[src/rtl/pipelined_ripple_adder_pkg.sv]
// Shared definitions for the pipelined ripple adder: operation encoding and
// pipeline geometry helpers used at elaboration time.
package pipelined_ripple_adder_pkg;

  typedef enum logic {
    OP_ADD = 1'b0,
    OP_SUB = 1'b1
  } op_e;

  function automatic int unsigned slice_width(input int unsigned width,
                                              input int unsigned stages);
    return (stages == 0) ? width : width / stages;
  endfunction

  function automatic bit geometry_ok(input int unsigned width,
                                     input int unsigned stages);
    return (stages >= 1) && (stages <= width) && ((width % stages) == 0);
  endfunction

endpackage

[src/rtl/adder_slice.sv]
// Combinational SW-bit ripple-carry slice built from a chain of full adders;
// also exposes the carry into its MSB for signed-overflow detection.
module adder_slice
  import pipelined_ripple_adder_pkg::*;
#(
  parameter int unsigned SW = 4
) (
  input  logic [SW-1:0] a,
  input  logic [SW-1:0] b,
  input  logic          ci,
  output logic [SW-1:0] s,
  output logic          co,
  output logic          c_msb_in
);

  logic [SW:0] c;

  always_comb begin
    c    = '0;
    s    = '0;
    c[0] = ci;
    for (int unsigned i = 0; i < SW; i++) begin
      s[i]   = a[i] ^ b[i] ^ c[i];
      c[i+1] = (a[i] & b[i]) | (c[i] & (a[i] ^ b[i]));
    end
  end

  assign co       = c[SW];
  assign c_msb_in = c[SW-1];

endmodule

[src/rtl/pipelined_ripple_adder.sv]
// WIDTH-bit add/subtract split into STAGES registered ripple slices with a
// valid/ready handshake; one op per cycle, latency STAGES, global stall.
module pipelined_ripple_adder
  import pipelined_ripple_adder_pkg::*;
#(
  parameter int unsigned WIDTH  = 16,
  parameter int unsigned STAGES = 4
) (
  input  logic             clk,
  input  logic             rst,
  input  logic             in_valid,
  output logic             in_ready,
  input  logic [WIDTH-1:0] a,
  input  logic [WIDTH-1:0] b,
  input  logic             cin,
  input  logic             sub,
  output logic             out_valid,
  input  logic             out_ready,
  output logic [WIDTH-1:0] sum,
  output logic             cout,
  output logic             ovf
);

  localparam int unsigned SW = slice_width(WIDTH, STAGES);

  if (!geometry_ok(WIDTH, STAGES)) begin : g_bad_geometry
    $fatal(1, "pipelined_ripple_adder: WIDTH must be a multiple of STAGES (1..WIDTH)");
  end

  // Each stage carries the full operands forward; only bits at or above its
  // own slice are still consumed downstream.
  typedef struct packed {
    logic             valid;
    logic [WIDTH-1:0] a;
    logic [WIDTH-1:0] b;
    logic [WIDTH-1:0] s;
    logic             c;
    logic             ovf;
  } stage_t;

  stage_t        stage_in [STAGES];
  stage_t        stage_d  [STAGES];
  stage_t        stage_q  [STAGES];
  logic [SW-1:0] sl_s     [STAGES];
  logic          sl_co    [STAGES];
  logic          sl_cmsb  [STAGES];
  logic          adv;
  op_e           op;

  always_comb begin
    op          = op_e'(sub);
    stage_in[0] = '{valid: in_valid,
                    a:     a,
                    b:     (op == OP_SUB) ? ~b : b,
                    s:     '0,
                    c:     (op == OP_SUB) ? ~cin : cin,
                    ovf:   1'b0};
    for (int unsigned k = 1; k < STAGES; k++) begin
      stage_in[k] = stage_q[k-1];
    end
  end

  for (genvar k = 0; k < STAGES; k++) begin : g_slice
    adder_slice #(.SW(SW)) u_slice (
      .a        (stage_in[k].a[k*SW +: SW]),
      .b        (stage_in[k].b[k*SW +: SW]),
      .ci       (stage_in[k].c),
      .s        (sl_s[k]),
      .co       (sl_co[k]),
      .c_msb_in (sl_cmsb[k])
    );
  end

  always_comb begin
    for (int unsigned k = 0; k < STAGES; k++) begin
      stage_d[k]                  = stage_in[k];
      stage_d[k].s[k*SW +: SW]    = sl_s[k];
      stage_d[k].c                = sl_co[k];
      stage_d[k].ovf              = sl_co[k] ^ sl_cmsb[k];
    end
  end

  assign adv      = !out_valid || out_ready;
  assign in_ready = adv;

  always_ff @(posedge clk) begin
    if (rst) begin
      for (int unsigned k = 0; k < STAGES; k++) begin
        stage_q[k] <= '0;
      end
    end else if (adv) begin
      for (int unsigned k = 0; k < STAGES; k++) begin
        stage_q[k] <= stage_d[k];
      end
    end
  end

  assign out_valid = stage_q[STAGES-1].valid;
  assign sum       = stage_q[STAGES-1].s;
  assign cout      = stage_q[STAGES-1].c;
  assign ovf       = stage_q[STAGES-1].ovf;

endmodule
[config.mk]
export PLATFORM = sky130hd
export DESIGN_NAME = pipelined_ripple_adder
export DESIGN_NICKNAME = d
export VERILOG_FILES = /design/src/rtl/pipelined_ripple_adder_pkg.sv /design/src/rtl/adder_slice.sv /design/src/rtl/pipelined_ripple_adder.sv
export SDC_FILE = /design/constraint.sdc
export NUM_CORES = 1
export LEC_CHECK = 0
export ABC_AREA = 1
export CAP_MARGIN = 20
export CORE_MARGIN = 2
export CORE_UTILIZATION = 50
export DETAILED_ROUTE_END_ITERATION = 8
export PLACE_DENSITY = 0.72
export SLEW_MARGIN = 20
export SYNTH_ARGS = -nofsm -noshare
export SYNTH_HDL_FRONTEND = slang
export SYNTH_SLANG_ARGS = --single-unit
[constraint.sdc]
create_clock -name clk -period 4.1 [get_ports clk]
set_clock_uncertainty 0.05 [all_clocks]
set_input_delay 0.82 -clock clk [delete_from_list [all_inputs] [get_ports clk]]
set_output_delay 0.82 -clock clk [all_outputs]
set_load 0.1 [all_outputs]
== Word level (Yosys, flattened, before mapping) ==
Memory sizes are Yosys's and may differ from the RTL's.
Cells that the tools add are included.

* Multiplexer cells: 11
* Bitwise gates (word level): 90
* Reduce and logical (&&, ||, !) cells: 2

{| class="wikitable"
|+ Operators with widths
! kind !! number
|-
| $mux 51 || 4
|-
| $xor 1x1->1 || 36
|-
| $and 1x1->1 || 32
|-
| $or 1x1->1 || 20
|-
| $mux 16 || 1
|-
| $not 16->16 || 1
|-
| $mux 1 || 6
|-
| $logic_not 1->1 || 1
|-
| $logic_or 1x1->1 || 1
|-
| $not 1->1 || 1
|}

* Bits in registers: 0
* Memory bits (writable): 204
* Bits of input ports: 38
* Output and inout bits: 20
* Word-level logic and storage cells: 104
* Memories: 1

{| class="wikitable"
|+ Memories
! name !! words !! width !! read ports !! clocked after Yosys merged registers in !! write ports !! RTL line !! RTL
|-
| stage_q || 4 || 51 || 4 || 0 || 4 || pipelined_ripple_adder.sv:43 || <nowiki>stage_t stage_q [STAGES];</nowiki>
|}

== Longest topological paths before layout ==
Gate-level depths: netlist of run 1.

* Depth in word-level cells: 13
* Mapped depth: 12
* Depth with buffers taken out: 11

== Modules after synthesis ==
Synthesis of run 1 repeated with hierarchy kept, for this count alone.

* Cell total of the unflattened synthesis: 402
* Area total of the unflattened synthesis: 4481.8 um^2

{| class="wikitable"
|+ By module, submodules not included
! module !! instances !! cells each !! area an instance (um^2)
|-
| pipelined_ripple_adder || 1 || 354 || 4041.4
|-
| adder_slice || 4 || 12 || 110.1
|}

== Worst setup path after synthesis of run 1 ==
Ideal clock, no wire load.

* Path type: reg-to-reg
* Start point: memory stage_q[3][50] (netlist bit)
* End point: memory stage_q[0][1] (netlist bit) (enable)
* Arrival time: 3382 ps
* Required time: 2900 ps
* Setup slack: -482 ps
* Cell stages (with the launch flop): 2
* Buffers on the path: 0
* Period minus slack after synthesis: 4582 ps
* Path through: edfxtp_1 -> nand3_1

{| class="wikitable"
|+ RTL lines
! what !! RTL line
|-
| from (decl) || pipelined_ripple_adder.sv:43
|}

==> run summary, run 1 <==
CP required -> 4.15 ns
Inserted Clock Buffers -> 9
Antenna cells -> 0
Die Height -> 98.1 um
Die width -> 98.1 um
Post-DR wirelength/cell -> 8.84 um
CP top delay family -> adder cells
Global placer's final weighted congestion -> 0.703
Number of global-route vias before repair -> 2105
Final instance area -> 5260 um2
CTS Root Cell -> clkbuf_8
Initial antenna violation count -> 0
First-pass GRT wire length -> 8740 um
Mapped Avg Cell Area -> 11.5 um2
Startpoint types -> input port
FF+latch area -> 2910 um2
VDD IR max -> 0.222 mV
Fin cells -> 557
Fin crit share -> 79.1%
Setup CP Type -> in2reg
Top Ports -> 58
Mux contribution to synthesized area -> 0%
Min cycle time layout -> 3.24 ns
Final Routed Wirelength -> 4920 um
Pins Over Slew Limit -> 0
Final Hold Fails -> 0
Slew HR -> 35.5%
CTS tree -> built
DRT Pass-1 Iters -> 4
Final net count -> 498
Placed Cells -> 541
Ys Warns -> 0
CP max FO -> 8
Number of synthesized register bits -> 97
CORE AREA -> 8640 um2
Htree depth -> 3
Via count -> 2267
Fmax -> 308 MHz
Maximum root-to-sink buffer count -> 2
Most common cell after layout, fill and taps aside -> inv_1
Top reg by flops -> stage_q
Number of DRC markers in iteration 0 -> 121
CP cell instances -> clkdlybuf4s50_1, xnor2_1, fa_1, inv_1, fa_1, inv_1, fa_1, inv_1, fa_1, inv_1, nor2_1
Pwr dens -> 393 nW/um2
Worst-skew pair later-pin latency -> 0.35 ns
Compound-cell area share of the yosys netlist -> 0%
FILL cells -> 701
Max-cap viol count -> 0
Post CTS Setup Buffer Count -> 0
Placed cell areas -> 5070 um2
Layout area overhead -> 19.0%
Top Registers -> stage_q: 97 flops
Worst path max stage delay -> 0.70 ns
Post-CTS Resized -> 0
Leak -> 2.28 nW
Setup ws final -> 0.857 ns
Layout cells sized above 1 -> 12.2%
Post-synthesis cell count -> 385
Sequential fraction of the synthesis area -> 65.9%
Total GRT Usage -> 11.5%
DRT antenna net count -> 0
HP Class -> reg2reg
Die ar. -> 9610 um2
Initial Utilization -> 51.2%
Buf+Inv Stages, Crit Path -> 5
Via density -> 4.07
Syn_nets -> 439
Max FFs per register -> 97
Yosys cell types -> 16
Endpoints failing setup -> 0
Footprint of the multi-input gates -> 985 um2
Post-Syn Area -> 4420 um2
CTS hold repair buffers -> 0
Most frequent cells in the layout -> inv_1 (112), edfxtp_1 (97), nor2_1 (67), clkdlybuf4s50_1 (56), nand2_1 (39)
Grt ovf -> 0
RSZ-0062 raised after global routing -> no
Crit end category -> flop
Setup TNS -> 0 ns
Slowest CP cell -> clkdlybuf4s50_1
Worst Max-Slew Pin Slew -> 0.965 ns
Final HPWL DP -> 3340 um
Synth Area in Adders -> 7.24%
I/O Buffers -> 57
Clock sinks -> 97
DRC -> 0
Largest family of logic cells by synthesized area -> simple AND/OR/NAND/NOR gates
Clk slew on worst S/H paths -> 0.09 ns
Pre-CTS WS -> 0.469 ns
Pin count of the biggest net entering global routing -> 55
Worst EP arrival -> 3.29 ns
Status -> finished clean
XOR/XNOR Fraction of Synth Area -> 0.990%
Synth Area in Simple Gates -> 13.7%
Row cnt -> 34
worst min-delay path: stages (launching register included):
cell	delay, ns
edfxtp_1	0.32
inv_1	0.03
nor2_1	0.08
power by group:
| part | switching (W) | internal [W] |
|---|---|---|
| clock | 0.000298 | 0.000278 |
| combinational | 0.000192 | 0.000106 |
| sequential | 0.0000208 | 0.00117 |
| total | 0.000511 | 0.00156 |
cell type report:
cell class | count | area share [%]
multi-input cells | 160 | 18.7
clock buffers | 10 | 2.43
inverters | 115 | 8.20
well taps | 108 | 2.57
flip-flops and latches | 97 | 55.4
clock inverters | 6 | 1.12
repair buffers | 61 | 11.6
per-layer routing:
metal | global-route usage, % | part of all wire (%) | vias to the layer above | routed length, um
met5 | 0 | 0 | - | 0
met3 | 2.29 | 4.9 | 12 | 241
met4 | 8.01 | 3.5 | 0 | 173
met1 | 13.9 | 44 | 947 | 2190
li1 | - | - | 1250 | -
met2 | 18.5 | 47 | 58 | 2320
synthesized netlist by cell type:
library cell  number  area [um2]
buf_2              7        35.0
buf_4              2        15.0
buf_6              1        11.3
buf_8              3        45.0
edfxtp_1          97        2910
fa_1              16         320
inv_1            112         420
inv_2              3        11.3
nand2_1           39         146
nand2_2            1        6.26
nand2_4            1        11.3
nand3_1            1        5.00
nor2_1            67         251
nor2_2            30         188
xnor2_1            3        26.3
xor2_1             2        17.5
path summary, 6_finish.rpt:
| path | end | cells past startpoint | from | slack, ns |
|---|---|---|---|---|
| min reg2reg | stage_q[1][47]$_SDFFCE_PN0P_ | 2 | stage_q[0][47]$_SDFFCE_PN0P_ | 0.49 |
| max reg2reg | stage_q[3][17]$_SDFFCE_PN0P_ | 8 | stage_q[2][1]$_SDFFCE_PN0P_ | 1.73 |
| min | stage_q[1][47]$_SDFFCE_PN0P_ | 2 | stage_q[0][47]$_SDFFCE_PN0P_ | 0.49 |
| max | stage_q[0][5]$_SDFFCE_PN0P_ | 11 | sub | 0.86 |
cell families after synthesis:
kind of cell	after synthesis
simple gates	139
flops	97
fa+ha+maj	16
xor+xnor	5
buf+inv	128
through the flow:
stage          power (W)  hold WS, ns  utilization [%]
2_1_floorplan    0.00144        0.469                -
3_3_place_gp     0.00151        0.472             58.8
3_5_place_dp     0.00152        0.480             58.8
4_1_cts          0.00209        0.491             60.9
5_1_grt          0.00217        0.520             60.9
6_report         0.00207        0.490             60.9
No activity file was read; power rests on OpenSTA's default activity.
==> run 2: changes to the inputs <==
==> constraint.sdc (replaced) <==
create_clock -name clk -period 2.65 [get_ports clk]
set_clock_uncertainty 0.05 [all_clocks]
set_input_delay 0.53 -clock clk [delete_from_list [all_inputs] [get_ports clk]]
set_output_delay 0.53 -clock clk [all_outputs]
set_load 0.1 [all_outputs]
==> run 2 against run 1 <==
Final cell count up 0.54%; non-clock buffer count grew 3; die area did not move; routed wire length up 14%; register-to-register slack worse by 1.5 ns; via count is 5.2% higher; sequential power is 55% higher.
==> run summary, run 2 (synthesis results as in run 1) <==
Status -> finished clean (unchanged)
Endpoints failing setup -> 0 (unchanged)
Leak -> 2.39 nW (was 2.28 nW)
Fmax -> 389 MHz
CP required -> 2.70 ns (was 4.15 ns)
Layout cells sized above 1 -> 18.6% (was 12.2%)
DRC -> 0 (unchanged)
Footprint of the multi-input gates -> 1020 um2 (was 985 um2)
DRT antenna net count -> 0 (unchanged)
Total GRT Usage -> 13.1% (was 11.5%)
Inserted Clock Buffers -> 9 (unchanged)
Layout area overhead -> 21.0% (was 19.0%)
Max FFs per register -> 97 (unchanged)
RSZ-0062 raised after global routing -> no (unchanged)
Placed Cells -> 544 (was 541)
Final Power -> 0.00336 W (was 0.00207 W)
Htree depth -> 3 (unchanged)
Worst-skew pair later-pin latency -> 0.35 ns (about the same)
Maximum root-to-sink buffer count -> 2 (unchanged)
Grt ovf -> 0 (unchanged)
Fin cells -> 560 (was 557)
Setup CP Type -> in2reg (unchanged)
Max-cap viol count -> 0 (unchanged)
CP top delay family -> adder cells (unchanged)
I/O Buffers -> 57 (unchanged)
Pin count of the biggest net entering global routing -> 42 (was 55)
Via count -> 2386 (was 2267)
Die ar. -> 9610 um2 (unchanged)
Slew HR -> 75.9% (was 35.5%)
Pins Over Slew Limit -> 0 (unchanged)
Final Hold Fails -> 0 (unchanged)
Top Registers -> stage_q: 97 flops (unchanged)
Worst EP arrival -> 2.62 ns (was 3.29 ns)
Top Ports -> 58 (unchanged)
HP Class -> reg2reg (unchanged)
FILL cells -> 702 (was 701)
Die Height -> 98.1 um (unchanged)
Initial Utilization -> 51.2% (unchanged)
Post CTS Setup Buffer Count -> 0 (unchanged)
VDD IR max -> 0.257 mV (was 0.222 mV)
Hold Slack -> 0.494 ns (was 0.490 ns)
Final HPWL DP -> 4000 um (was 3340 um)
CTS Root Cell -> clkbuf_8 (unchanged)
Initial antenna violation count -> 0 (unchanged)
Startpoint types -> input port (unchanged)
Buf+Inv Stages, Crit Path -> 5 (unchanged)
Worst path max stage delay -> 0.39 ns (was 0.70 ns)
CP max FO -> 3 (was 8)
Fin crit share -> 97.0%
Number of DRC markers in iteration 0 -> 96 (was 121)
First-pass GRT wire length -> 9990 um (was 8740 um)
Most frequent cells in the layout -> inv_1 (110), edfxtp_1 (97), nor2_1 (67), nand2_1 (39), clkdlybuf4s50_1 (34) (was inv_1 (112), edfxtp_1 (97), nor2_1 (67), clkdlybuf4s50_1 (56), nand2_1 (39))
DRT Pass-1 Iters -> 4 (unchanged)
CORE AREA -> 8640 um2 (unchanged)
Antenna cells -> 0 (unchanged)
FF+latch area -> 2910 um2 (unchanged)
Most common cell after layout, fill and taps aside -> inv_1 (unchanged)
Crit path top cell by count -> fa_2
CTS tree -> built (unchanged)
Min cycle time layout -> 2.57 ns
Row cnt -> 34 (unchanged)
Pwr dens -> 627 nW/um2 (was 393 nW/um2)
Final net count -> 501 (was 498)
Top reg by flops -> stage_q (unchanged)
Via density -> 4.26 (was 4.07)
Final Util -> 62.0% (was 60.9%)
CP cell instances -> dlygate4sd2_1, xnor2_4, fa_2, inv_2, fa_2, inv_1, fa_2, inv_2, fa_1, inv_1, nor2_1 (was clkdlybuf4s50_1, xnor2_1, fa_1, inv_1, fa_1, inv_1, fa_1, inv_1, fa_1, inv_1, nor2_1)
Number of global-route vias before repair -> 2412 (was 2105)
Global placer's final weighted congestion -> 0.795 (was 0.703)
Clock sinks -> 97 (unchanged)
Clk slew on worst S/H paths -> 0.09 ns (about the same)
Setup TNS -> 0 ns (unchanged)
Slowest CP cell -> fa_2 (was clkdlybuf4s50_1)
Die width -> 98.1 um (unchanged)
Crit end category -> flop (unchanged)
Post-DR wirelength/cell -> 10.0 um (was 8.84 um)
Final Routed Wirelength -> 5630 um (was 4920 um)
Worst Max-Slew Pin Slew -> 0.362 ns (was 0.965 ns)
## run 2: power by group
part | switching (W) | total [W] | internal, W
combinational | 0.000312 | 0.000484 | 0.000173
sequential | 0.0000333 | 0.00185 | 0.00182
clock | 0.000491 | 0.00102 | 0.000532
## run 2: final timing paths
kind,from,end,slack (ns),cells past startpoint
min,stage_q[0][32]$_SDFFCE_PN0P_,stage_q[1][32]$_SDFFCE_PN0P_,0.49,2
max reg2reg,stage_q[2][1]$_SDFFCE_PN0P_,stage_q[3][17]$_SDFFCE_PN0P_,0.27,8
max,sub,stage_q[0][5]$_SDFFCE_PN0P_,0.08,11
min reg2reg,stage_q[0][32]$_SDFFCE_PN0P_,stage_q[1][32]$_SDFFCE_PN0P_,0.49,2
## run 2: final cells by class
class                   count  share of cell area [%]
clock inverters             7                    1.75
inverters                 115                    8.07
well taps                 108                    2.53
clock buffers               9                    2.31
flip-flops and latches     97                    54.4
multi-input cells         160                    19.0
repair buffers             64                    11.9
## run 2: per-layer routing
metal	GRT usage, %	share of wire [%]	vias to the layer above
met4	7.37	2.2	0
met2	23.2	52	48
li1	-	-	1258
met5	0	0	-
met1	14.5	42	1070
met3	2.93	4.4	10
## run 2: timing repair
item	CTS	global route
setup endpoints to repair	2	1
hold buffers	0	0
cloned	0	0
gates resized for setup	3	1
## run 2: worst register-to-register path, delay by kind of cell (launching register included)
kind / cells / cell delay (ns)
buffers and inverters: 3 / 0.25
and+or+nand+nor: 1 / 0.11
DFF: 1 / 0.41
adders and majority gates: 4 / 1.43
## run 2: metrics by stage
stage	instance area [um2]	setup WS, ns
floorplan	4470	-0.0586
global placement	5130	-0.460
detailed placement	5130	-0.543
CTS	5350	0.0453
global route	5350	0.00207
finish	5350	0.0807
==> variant, RTL diff (settings of run 1) <==
`WIDTH`: 16 -> 32.
--- a/src/rtl/pipelined_ripple_adder.sv
+++ b/src/rtl/pipelined_ripple_adder.sv
@@ -4,5 +4,5 @@
   import pipelined_ripple_adder_pkg::*;
 #(
-  parameter int unsigned WIDTH  = 16,
+  parameter int unsigned WIDTH  = 32,
   parameter int unsigned STAGES = 4
 ) (
Ports: changed (resized a, b and sum); port bits go from 58 to 106. No check against the original RTL was run, so the function may have changed too.
==> variant against run 1 <==
- routed wire length increased by 140%
- setup slack got worse by 770 ps
- sequential share of layout area decreased by 0.96 points
- total power increased by 120%
- synthesized cell count increased by 86%
- sequential cell count increased by 88
- cell area increased by 94%
- sequential power increased by 92%
- area after synthesis increased by 87%
- critical path type unchanged
==> variant: results (changes against run 1) <==
[metrics] leakage power: 4.47 nW (was 2.28 nW)
[metrics] peak fanout along the critical path: 1 (was 8)
[metrics] number of fill cells: 1,327 (was 701)
[metrics] length of routed wiring on met1: 5.40 mm (was 2.19 mm)
[metrics] global placement routability congestion: 0.768 (was 0.703)
[metrics] number of iterations in the first detailed-routing pass: 5 (was 4)
[metrics] Max VDD drop: 0.000317 V (was 0.000222 V)
[metrics] length in cells of the worst reg-to-reg path: 12 (was 8)
[metrics] Met2 Wirelength: 5.81 mm (was 2.32 mm)
[metrics] number of buffers created by CTS: 17 (was 9)
[metrics] pin count of the biggest net entering global routing: 97 (was 55)
[metrics] met3 WL: 424 µm (was 241 µm)
[metrics] PortBufs: 105 (was 57)
[metrics] syn_nets: 820 (was 439)
[metrics] Clock Root Buffer: clkbuf_16 (was clkbuf_8)
[metrics] total vias in the final route: 4,395 (was 2,267)
[metrics] slew at the pin with the worst max-slew slack: 989 ps (was 965 ps)
[metrics] half-perimeter wire length of the detailed placement result: 7.78 mm (was 3.34 mm)
[metrics] H-tree levels: 4 (was 3)
[metrics] count of flip-flops with a built-in enable after synthesis: 185 (was 97)
[metrics] layout cells sized above 1: 8.45% (was 12.2%)
[metrics] met2 layer usage reported by global route: 24.0% (was 18.5%)
[metrics] leading registers by flop count: stage_q: 185 flops (was stage_q: 97 flops)
[metrics] distinct cell type count after synthesis: 14 (was 16)
[metrics] Worst-Skew Late Latency: 420 ps (was 350 ps)
[metrics] cell at the slowest stage of the critical path: fa_1 (was clkdlybuf4s50_1)
[metrics] share of the yosys chip area belonging to registers: 67.2% (was 65.9%)
[metrics] commonest cells in the netlist: inv_1 (202), edfxtp_1 (185), nor2_1 (185) (was inv_1 (112), edfxtp_1 (97), nor2_1 (67))
[metrics] Tot GR Track Use: 14.6% (was 11.5%)
[metrics] clock edge transition at the registers on the reported setup and hold paths: 60 ps (was 90 ps)
[metrics] critical path data arrival time: 4120 ps (was 3290 ps)
[metrics] number of global-route vias before repair: 4,321 (was 2,105)
[metrics] Starting DRT DRC Count: 308 (was 121)
[metrics] wire length of the first global-routing pass: 19.9 mm (was 8.74 mm)
[metrics] global routing met3 resource utilization: 3.18% (was 2.29%)
[metrics] wire per inst: 11.2 µm (was 8.84 µm)
[metrics] final hold slack: 493 ps (was 490 ps)
[metrics] final-stage net count: 929 (was 498)
[metrics] status: finished clean (unchanged)
[metrics] met1 Usage GRT: 19.1% (was 13.9%)
[metrics] top metal layer carrying routed signals: met4 (unchanged)
[variant: cell families after synthesis]
| logic type | share of synthesized area (%) |
|---|---|
| simple gates | 12.0 |
| buf+inv | 12.1 |
| flops | 67.2 |
| fa+ha+maj | 7.74 |
| xor+xnor | 0.953 |
[variant: report_power, final]
part           switching (W)  total, W  internal, W
registers          0.0000467   0.00229      0.00225
clock network       0.000678   0.00176      0.00109
logic               0.000372  0.000579     0.000207
total                0.00110   0.00464      0.00354
[variant: stage by stage]
stage | power, W | TNS (ps) | cells | worst slack (ps) | instance area, µm²
final | 0.00464 | 0 | 1060 | 89.4 | 10200
after global routing | 0.00482 | -3.78 | 1060 | -3.78 | 10200
after CTS | 0.00467 | -187 | 1060 | -187 | 10200
after detailed placement | 0.00291 | -1880 | 1028 | -743 | 9530
after global placement | 0.00289 | -1580 | 1028 | -714 | 9530
after floorplan | 0.00274 | -312 | 718 | -312 | 8320
[variant: area by class of cell]
class                   instances  area (µm²)  share of cell area [%]
well taps                     220         275                    2.70
inverters                     203         762                    7.46
flip-flops and latches        185        5560                    54.4
repair buffers                116        1170                    11.5
clock buffers                  18         429                    4.20
multi-input cells             304        1800                    17.6
clock inverters                14         219                    2.14
[variant: path summary, 6_finish.rpt]
kind,from,endpoint
setup reg to reg,stage_q[2][90],stage_q[3][33]
hold reg to reg,stage_q[2][7],stage_q[3][7]
setup / recovery,b[0],stage_q[0][9]
hold / removal,stage_q[2][7],stage_q[3][7]
[variant: critical path, delay by kind of cell]
family	cells	cell delay, ps
buffers and inverters	5	470
adders and majority gates	8	2650
and+or+nand+nor	1	30
xor gates and xnor gates	1	130
[variant: what timing repair did]
item,CTS,global route
gates cloned,0,0
setup endpoints to repair,3,6
setup buffers,0,0
gates resized for setup,24,5
pin swaps,11,11
